### config.mk
export PLATFORM = sky130hd
export DESIGN_NAME = dtree_walker_ctrl
export DESIGN_NICKNAME = d
export VERILOG_FILES = /design/src/rtl/dtree_walker_ctrl.sv
export SDC_FILE = /design/constraint.sdc
export NUM_CORES = 1
export LEC_CHECK = 0
export ABC_AREA = 0
export ABC_CLOCK_PERIOD_IN_PS = 3800
export BUFFER_PORTS_ARGS = -buffer_cell sky130_fd_sc_hd__buf_2
export CELL_PAD_IN_SITES_DETAIL_PLACEMENT = 1
export CELL_PAD_IN_SITES_GLOBAL_PLACEMENT = 2
export CORE_ASPECT_RATIO = 2
export CORE_MARGIN = 1.5
export CORE_UTILIZATION = 33
export DETAILED_ROUTE_END_ITERATION = 16
export GPL_TIMING_DRIVEN = 0
export PLACE_DENSITY_LB_ADDON = 0.1
export SYNTH_ARGS = -nofsm -noshare
export SYNTH_HDL_FRONTEND = slang
export SYNTH_SLANG_ARGS = --single-unit
export TNS_END_PERCENT = 100
### constraint.sdc
create_clock -name clk -period 3.8 [get_ports clk]
set_input_delay 0.76 -clock clk [delete_from_list [all_inputs] [get_ports clk]]
set_output_delay 0.76 -clock clk [all_outputs]
set_load 0.01 [all_outputs]
### src/rtl/dtree_walker_ctrl.sv
// dtree_walker_ctrl
// Time-multiplexed decision-tree classifier. One node of a tree held in an
// external combinational ROM is evaluated per clock with a single shared
// threshold comparator. A 4-feature sample enters through a valid/ready
// handshake, the tree is walked from ROOT_ADDR to a leaf, and the class
// label leaves through a second valid/ready handshake.
//
// Ports:
//   clk, rst            clock (rising edge), async active-high reset
//   in_valid/in_ready   sample handshake; X0..X3 latched on acceptance
//   X0..X3              8-bit features
//   node_addr           node ROM address
//   node_data           node word {leaf, feat[2], nb[3], thr[8], left, right}
//   out_valid/out_ready result handshake
//   out_class           class label (0 on abort)
//   out_err             walk aborted after MAX_DEPTH nodes
//   busy                high while walking or holding a result
module dtree_walker_ctrl #(
    parameter int ADDR_W    = 7,
    parameter int CLASS_W   = 2,
    parameter int ROOT_ADDR = 0,
    parameter int MAX_DEPTH = 15
) (
    input  logic                   clk,
    input  logic                   rst,
    input  logic                   in_valid,
    output logic                   in_ready,
    input  logic [7:0]             X0,
    input  logic [7:0]             X1,
    input  logic [7:0]             X2,
    input  logic [7:0]             X3,
    output logic [ADDR_W-1:0]      node_addr,
    input  logic [14+2*ADDR_W-1:0] node_data,
    output logic                   out_valid,
    input  logic                   out_ready,
    output logic [CLASS_W-1:0]     out_class,
    output logic                   out_err,
    output logic                   busy
);

    localparam int NODE_W  = 14 + 2*ADDR_W;
    localparam int DEPTH_W = $clog2(MAX_DEPTH + 1);

    typedef enum logic [1:0] {IDLE, WALK, DONE} state_t;

    state_t              state, state_n;
    logic [ADDR_W-1:0]   addr_n;
    logic [DEPTH_W-1:0]  depth, depth_n;
    logic [CLASS_W-1:0]  class_n;
    logic                err_n;
    logic [7:0]          f0, f1, f2, f3;
    logic                load;

    // Node word fields
    logic                is_leaf;
    logic [1:0]          feat;
    logic [2:0]          nb;
    logic [7:0]          thr;
    logic [ADDR_W-1:0]   left_child, right_child;

    assign is_leaf     = node_data[NODE_W-1];
    assign feat        = node_data[NODE_W-2 -: 2];
    assign nb          = node_data[NODE_W-4 -: 3];
    assign thr         = node_data[NODE_W-7 -: 8];
    assign left_child  = node_data[2*ADDR_W-1 -: ADDR_W];
    assign right_child = node_data[ADDR_W-1:0];

    // Shared comparator: keep the top nb+1 bits of the selected feature,
    // right-aligned, and compare unsigned against the threshold.
    logic [7:0] fsel, fv;
    logic       go_left;

    always_comb begin
        case (feat)
            2'd0:    fsel = f0;
            2'd1:    fsel = f1;
            2'd2:    fsel = f2;
            default: fsel = f3;
        endcase
        fv      = fsel >> (3'd7 - nb);
        go_left = (fv <= thr);
    end

    assign in_ready  = (state == IDLE);
    assign out_valid = (state == DONE);
    assign busy      = (state != IDLE);

    always_comb begin
        state_n = state;
        addr_n  = node_addr;
        depth_n = depth;
        class_n = out_class;
        err_n   = out_err;
        load    = 1'b0;
        case (state)
            IDLE: begin
                if (in_valid) begin
                    load    = 1'b1;
                    addr_n  = ADDR_W'(ROOT_ADDR);
                    depth_n = '0;
                    state_n = WALK;
                end
            end
            WALK: begin
                if (is_leaf) begin
                    class_n = thr[CLASS_W-1:0];
                    err_n   = 1'b0;
                    state_n = DONE;
                end else if (depth == DEPTH_W'(MAX_DEPTH - 1)) begin
                    class_n = '0;
                    err_n   = 1'b1;
                    state_n = DONE;
                end else begin
                    addr_n  = go_left ? left_child : right_child;
                    depth_n = depth + 1'b1;
                end
            end
            DONE: begin
                if (out_ready) state_n = IDLE;
            end
            default: state_n = IDLE;
        endcase
    end

    always_ff @(posedge clk or posedge rst) begin
        if (rst) begin
            state     <= IDLE;
            node_addr <= ADDR_W'(ROOT_ADDR);
            depth     <= '0;
            out_class <= '0;
            out_err   <= 1'b0;
            f0        <= '0;
            f1        <= '0;
            f2        <= '0;
            f3        <= '0;
        end else begin
            state     <= state_n;
            node_addr <= addr_n;
            depth     <= depth_n;
            out_class <= class_n;
            out_err   <= err_n;
            if (load) begin
                f0 <= X0;
                f1 <= X1;
                f2 <= X2;
                f3 <= X3;
            end
        end
    end

endmodule

* After elaboration in Yosys (flattened, before gate mapping)
Cells that the tools add are included.
W data, S select, Z words.
** Word-level totals
- Bits in registers :: 48
- Input bits :: 64
- Output and inout bits :: 13
- Logic and storage cells :: 52
** Cells by class
- Add/sub/neg operators :: 2
- Magnitude comparators :: 1
- Equality and inequality tests :: 10
- Shift operators :: 1
- Multiplexer cells :: 21
- Reductions and logical operators :: 8
** Operators with widths (count)
- $mux W7 :: 4
- $pmux W8 S3 :: 1
- $pmux W7 S2 :: 1
- $mux W2 :: 6
- $mux W4 :: 3
- $le A8 B8 Y1 :: 1
- $pmux W4 S2 :: 1
- $shr A8 B3 Y8 :: 1
- $ne A2 B2 Y1 const B :: 3
- $pmux W2 S3 :: 1
- $reduce_bool A2 Y1 :: 3
- $add A4 B1 Y4 const B :: 1
- $eq A2 B1 Y1 const B :: 2
- $eq A2 B2 Y1 const B :: 2
- $eq A4 B4 Y1 const B :: 1
- $logic_not A2 Y1 :: 2
- $mux W1 :: 4
- $reduce_and A4 Y1 :: 1
- $ne A3 B3 Y1 const B :: 1
- $reduce_and A3 Y1 :: 1
- $sub A3 B3 Y3 const A :: 1
- $ne A2 B1 Y1 const B :: 1
- $reduce_and A2 Y1 :: 1

* Depth between registers and ports, before layout
Gate-level depths: netlist of run 1.
- Depth after elaboration :: 8
- Gate-level depth with buffers :: 12
- Gate-level depth less buffers :: 11

* Least setup slack after synthesis of run 1
OpenSTA, ideal clock, no wires.
- Path kind :: input to register
- From :: input port node_data[25]
- To :: register node_addr[0]
- Setup time :: 0.087 ns
- Data arrival time :: 3.232 ns
- Data required time :: 3.713 ns
- Path slack :: 0.481 ns
- Stages :: 12
- Buffers on the path :: 1
- Cells stage by stage :: buf_6 mux4_2 mux2_4 nand2_1 and3_1 a21oi_1 ha_1 nor2b_1 o211ai_1 a21o_1 a32oi_1 o211ai_1
** On the way
- Longest elaborated chain between the ends :: 8
- Elaborated cells on any way between the ends :: 10
- Those cells by class :: order compare (1); eq/ne (2); shift (1); mux (5); reduce/logical (1)
** RTL lines
- from (decl) :: RTL line 33 : input logic [14+2*ADDR_W-1:0] node_data,
- $eq A2 B2 Y1 (tied with other cells) :: RTL line 74 : case (feat)
- $pmux W8 S3 * :: RTL line 74
- $shr A8 B3 Y8 * :: RTL line 80 : fv = fsel >> (3'd7 - nb);
- $le A8 B8 Y1 * :: RTL line 81 : go_left = (fv <= thr);
- $mux W7 * :: RTL line 114 : addr_n = go_left ? left_child : right_child;
- $mux W7 * :: RTL line 109 : end else if (depth == DEPTH_W'(MAX_DEPTH - 1)) begin
- $mux W7 * :: RTL line 105 : if (is_leaf) begin
- $pmux W7 S2 * :: RTL line 95 : case (state)
- to (signal assigned) :: RTL line 128 : node_addr <= ADDR_W'(ROOT_ADDR);
- to (signal assigned) :: RTL line 138 : node_addr <= addr_n;
- to (decl) :: RTL line 32 : output logic [ADDR_W-1:0] node_addr,
Mark *: on every way between the ends. The rest lies on a longest branch, timed or not. The select of a mux whose other input is x is not followed.
A chain may end at the register's enable or synchronous reset.

* Final worst setup path of run 1
- From :: input port node_data[25]
- To :: register node_addr[6]
The elaborated chain is that of the path after synthesis.

==> results.cfg, run 1 <==
[yosys]
ys.flop_type = dfrtp_1
synth_cell_types = 38
synthesis.area_sq_um = 2760
synth.avg_cell_area_sq_um = 11.4
synth_top_area_share_pct = 43.6
synth_seq_area_share_pct = 43.6
synthArstFlopShare_pct = 100
synth_area_leaders = dfrtp_1, mux2_2, ha_1
synth-edff-count = 0
yosysTopAreaCell = dfrtp_1
synthCells = 241
ys_warn_count = 0
synth_fp_nets = 315
synth_most_common_cell = dfrtp_1
synth-seq-cells = 48
ys_top_cells_by_count = dfrtp_1, mux2_2, nand2_1

[floorplan]
core-area_sq_um = 8170
die-area_sq_um = 8950
pin_count = 77
fp.dieW_um = 67.6
die_y_um = 132
rows = 47
initial_utilization_pct = 33.7

[global_route]
antenna_found_initial = 0
grt_pass1_vias = 2400
grt_first_pass_wirelength_um = 12100
gr-total-overflow = 0
grt.total_usage_pct = 18.2
grt_max_degree = 38

[placement]
place_inst = 413
io_buffers = 73
dp_slack_ns = -0.208
gp_congestion = 0.797
dpl.hpwl_um = 5870

[worst_setup_path]
timing.rr.start = f3[7]
worstSetupEndpointType = flop
rrSetupSlack_ns = 0.48
crit_required_ns = 4.00
worstPathCellList = buf_6, mux4_2, mux2_4, nand2_1, and3_1, a21oi_1, ha_1, nor2b_1, o211ai_1, a21o_1, a32oi_1, o211ai_1
path_max_fanout = 8
cpMostUsedCell = o211ai_1
start_kind = input port
r2r_end = node_addr[6]
cpPeakStageDelay_ns = 0.56
cp_slowest_cell = mux4_2
reg2regPathDepth = 11
cp.arrival_ns = 3.78
path_class = in2reg

[timing]
rsz0062_at_grt = false
final.min_clock_period_ns = 3.57
setup_viol_count_final = 0
tightest_slew_ns = 0.675
holdWs_ns = 0.431
slew_viol_final = 0
period_share_pct = 94.0
finalHoldViolCount = 0
max_freq_mhz = 280
relSlewSlack_pct = 54.8
timing.final.ws_setup_ns = 0.228
fin_worst_skew_ns = 0.00466

[finish]
fillers = 920
layout-drive-gt1-share_pct = 42.4
area_delta_synth_final_pct = 24.0
nets = 396
num_antenna_cells = 0
final_cells = 421

[run_status]
status = completed

[power]
leakage_uw = 0.00160
ir_drop_uv = 341
power.density_nw_per_um2 = 681

[clock_network]
htree_num_levels = 2
cts_tree = built
clock_sinks = 48
root_buffer = clkbuf_16
cts_setup_buffers = 0
cts_made_buffers = 5
insertion_delay_ns = 0.29
path_clk_slew_ns = 0.06
cts_buffer_depth = 2

[drt]
wl_um = 7210
drc_errors = 0
postRouteAntennaNets = 0
vias = 2148
wl_per_cell_um = 17.1
drt-pass1-iter-count = 4
via_per_inst = 5.10
drt_iter0_drc = 59

[hold_path]
hold_class = in2async

[run]
maxCapViolCount = 0
==> worst max-delay path: cells and delay by family <==
kind	cells	cell delay (ns)
buffers and inverters	1	0.13
and+or+nand+nor	3	0.39
adders and majority gates	1	0.29
AOI/OAI and AO/OA	5	1.34
muxes	2	0.87
==> routing by layer <==
layer | vias up | GRT usage (%) | wire, um | share of wire (%)
met5 | - | 0 | 0 | 0
met4 | 0 | 6.35 | 152 | 2.1
met3 | 9 | 2.65 | 266 | 3.7
met2 | 48 | 35.2 | 4310 | 60
met1 | 1044 | 18.4 | 2480 | 34
li1 | 1047 | - | - | -
==> where the power goes <==
| group | switching (uW) | total (uW) | internal [uW] | leakage [uW] |
|---|---|---|---|---|
| registers | 130 | 893 | 762 | 0.000585 |
| logic | 468 | 975 | 507 | 0.000934 |
| clock network | 199 | 463 | 263 | 0.0000772 |
==> state kept, by name, summed over array words and instances, names as in the netlist <==
signal,cells
state,2
out_err,1
f0,8
out_class,2
f3,8
f1,8
f2,8
depth,4
node_addr,7
==> area by class of cell <==
| cell class | count | area [sq um] | share of cell area [%] |
|---|---|---|---|
| Buffer | 11 | 73.8 | 2.16 |
| Clock buffer | 6 | 139 | 4.06 |
| Tap cell | 98 | 123 | 3.58 |
| Multi-Input combinational cell | 169 | 1440 | 42.0 |
| Inverter | 13 | 48.8 | 1.43 |
| Clock inverter | 2 | 13.8 | 0.402 |
| Sequential cell | 48 | 1200 | 35.1 |
| Timing Repair Buffer | 74 | 385 | 11.3 |
==> cell families after synthesis <==
group | after synthesis | synth area share [%]
AND/OR/NAND/NOR | 59 | 10.9
multiplexers | 50 | 24.7
AO/OA/AOI/OAI | 48 | 11.2
flip-flops | 48 | 43.6
buffers and inverters | 24 | 4.45
adder cells (fa/ha/maj) | 10 | 4.54
XOR/XNOR | 2 | 0.635
==> cell usage in the layout, fill, tap and decap left out, drive strengths merged <==
cell	Yosys	layout
nor2b	4	4
nor2	11	11
dfrtp	48	48
xor2	2	2
a32oi	7	7
ha	10	10
and2	9	9
or2	1	1
o21a	1	1
clkinv	0	1
or3	1	1
a21oi	13	13
a21o	1	1
a31oi	2	2
o211ai	8	8
nand2	15	15
o22ai	1	1
and3	1	1
o21ai	12	12
o221ai	1	1
buf	9	83
nand3b	1	1
and4	1	1
a32o	2	2
inv	13	14
mux2i	6	6
mux2	36	36
nand2b	3	3
nand4	3	3
nand3	9	9
clkbuf	2	8
mux4	8	8
==> worst max-delay path by stage <==
stage / startpoint / to / depth (start not counted) / slack (ns)
after CTS: node_data[25] / node_addr[6] / 12 / 0.09
after floorplan: node_data[25] / node_addr[0] / 12 / 0.48
after detailed placement: node_data[25] / node_addr[6] / 12 / -0.21
final: node_data[25] / node_addr[6] / 12 / 0.23
after global routing: node_data[26] / node_addr[6] / 11 / 0.01
after global placement: node_data[26] / node_addr[6] / 11 / -0.21
==> stage by stage <==
stage	power (uW)	TNS, ns	util (%)	instance area, sq um
2_1_floorplan	1580	0	-	2760
3_3_place_gp	1860	-1.20	39.7	3250
3_5_place_dp	1900	-1.11	40.0	3270
4_1_cts	2380	0	41.8	3420
5_1_grt	2530	0	41.8	3420
6_report	2330	0	41.8	3420
==> timing repair <==
| item | CTS | global route |
|---|---|---|
| setup endpoints to repair | 0 | 7 |
| resized for setup | 0 | 1 |
| hold buffers | 0 | 0 |
| hold endpoints to repair | 0 | 0 |
Power figures use the tool's default switching activity.
==> inputs of run 2 (changes only) <==
--- a/config.mk
+++ b/config.mk
@@ -12,7 +12,7 @@
 export CELL_PAD_IN_SITES_GLOBAL_PLACEMENT = 2
 export CORE_ASPECT_RATIO = 2
 export CORE_MARGIN = 1.5
-export CORE_UTILIZATION = 33
+export CORE_UTILIZATION = 30
 export DETAILED_ROUTE_END_ITERATION = 16
 export GPL_TIMING_DRIVEN = 0
 export PLACE_DENSITY_LB_ADDON = 0.1
==> results.cfg, run 2 (same netlist as run 1, synthesis figures left out) <==
[worst_setup_path]
crit_required_ns = 3.96
worstSetupEndpointType = flop
rrSetupSlack_ns = 0.51
cp_top_family = simple AND/OR/NAND/NOR gates
r2r_end = node_addr[1]
cpPeakStageDelay_ns = 0.60
path_max_fanout = 8
start_kind = input port
timing.rr.start = f3[7]
reg2regPathDepth = 11
path_class = in2reg
cp_num_buf_inv = 1
cp_slowest_cell = mux4_1
cp.arrival_ns = 3.71
worstPathCellList = buf_6, mux4_1, mux2_2, a31oi_1, o21ai_1, ha_1, nand4_1, nor2_2, nor2_1, a32oi_1, o211ai_1

[clock_network]
cts_setup_buffers = 0
root_buffer = clkbuf_16
cts_tree = built
htree_num_levels = 2
cts_buffer_depth = 2
insertion_delay_ns = 0.29
clock_sinks = 48
path_clk_slew_ns = 0.07
cts_made_buffers = 5

[drt]
wl_per_cell_um = 17.4
drt_iter0_drc = 53
via_per_inst = 5.14
vias = 2184
drc_errors = 0
postRouteAntennaNets = 0
drt-pass1-iter-count = 4
wl_um = 7420

[finish]
utilization_pct = 38.2
nets = 396
fillers = 1032
area_delta_synth_final_pct = 24.0
final_cell_mix = buf_2, dfrtp_1, mux2_2
layout-drive-gt1-share_pct = 42.4
num_antenna_cells = 0
layout_commonest_cell = buf_2

[floorplan]
pin_count = 77
fp.dieW_um = 70.8
core-area_sq_um = 8950
die-area_sq_um = 9810
die_y_um = 139
initial_utilization_pct = 30.8
rows = 49

[timing]
setup_viol_count_final = 0
finalHoldViolCount = 0
relSlewSlack_pct = 55.1
final.min_clock_period_ns = 3.55
fin_worst_skew_ns = 0.00544
max_freq_mhz = 282
timing.final.ws_setup_ns = 0.250
period_share_pct = 93.4
tightest_slew_ns = 0.670
rsz0062_at_grt = false
slew_viol_final = 0

[placement]
io_buffers = 73
dp_slack_ns = -0.255
gp_congestion = 0.740
dpl.hpwl_um = 6010

[global_route]
antenna_found_initial = 0
grt_max_degree = 33
grt_pass1_vias = 2407
grt.total_usage_pct = 15.9
gr-total-overflow = 0
grt_first_pass_wirelength_um = 12200

[hold_path]
hold_class = in2async

[power]
leakage_uw = 0.00159
power.density_nw_per_um2 = 678
ir_drop_uv = 321

[run_status]
status = completed

[run]
maxCapViolCount = 0
[run 2: metal layers]
layer  vias to the layer above  wire (um)  share of wire, %  GRT usage [%]
met5                         -          0                 0              0
met4                         0        177               2.4           6.55
met3                        15        292               3.9           2.91
met2                        58       4390                59           31.1
met1                      1062       2560                35           15.7
li1                       1049          -                 -              -
[run 2: how the worst max path moves through the flow]
stage | from | endpoint | slack, ns | depth (start not counted)
final | node_data[26] | node_addr[1] | 0.25 | 11
after global routing | node_data[26] | node_addr[4] | 0.05 | 11
after CTS | node_data[26] | node_addr[4] | 0.05 | 11
after detailed placement | node_data[26] | node_addr[4] | -0.26 | 11
after global placement | node_data[26] | node_addr[4] | -0.29 | 11
after floorplan | node_data[25] | node_addr[0] | 0.48 | 12
[run 2: area by class of cell]
type	count	area (sq um)	area share, %
multi-input cells	169	1440	42.0
well taps	102	128	3.73
clock buffers	5	125	3.66
flip-flops and latches	48	1200	35.1
clock inverters	3	21.3	0.622
inverters	13	48.8	1.43
plain buffers	11	73.8	2.16
repair buffers	74	385	11.3
[run 2: what timing repair did]
| item | 4_1_cts | 5_1_grt |
|---|---|---|
| hold buffers | 0 | 0 |
| endpoints found under the setup margin | 0 | 7 |
| resized for setup | 0 | 1 |
[run 2: power breakdown]
| group | internal (uW) | switching (uW) | total [uW] |
|---|---|---|---|
| registers | 762 | 128 | 890 |
| clock network | 246 | 208 | 453 |
| logic | 507 | 467 | 974 |
| total | 1510 | 803 | 2320 |
[run 2: metrics by stage]
step	instances	hold WS, ns	TNS (ns)	cell area (sq um)	total power, uW
detailed placement	417	0.476	-1.48	3270	1900
global route	425	0.497	0	3420	2500
global placement	416	0.474	-1.72	3250	1860
finish	425	0.462	0	3420	2320
CTS	425	0.478	0	3420	2370
floorplan	241	0.472	0	2760	1580
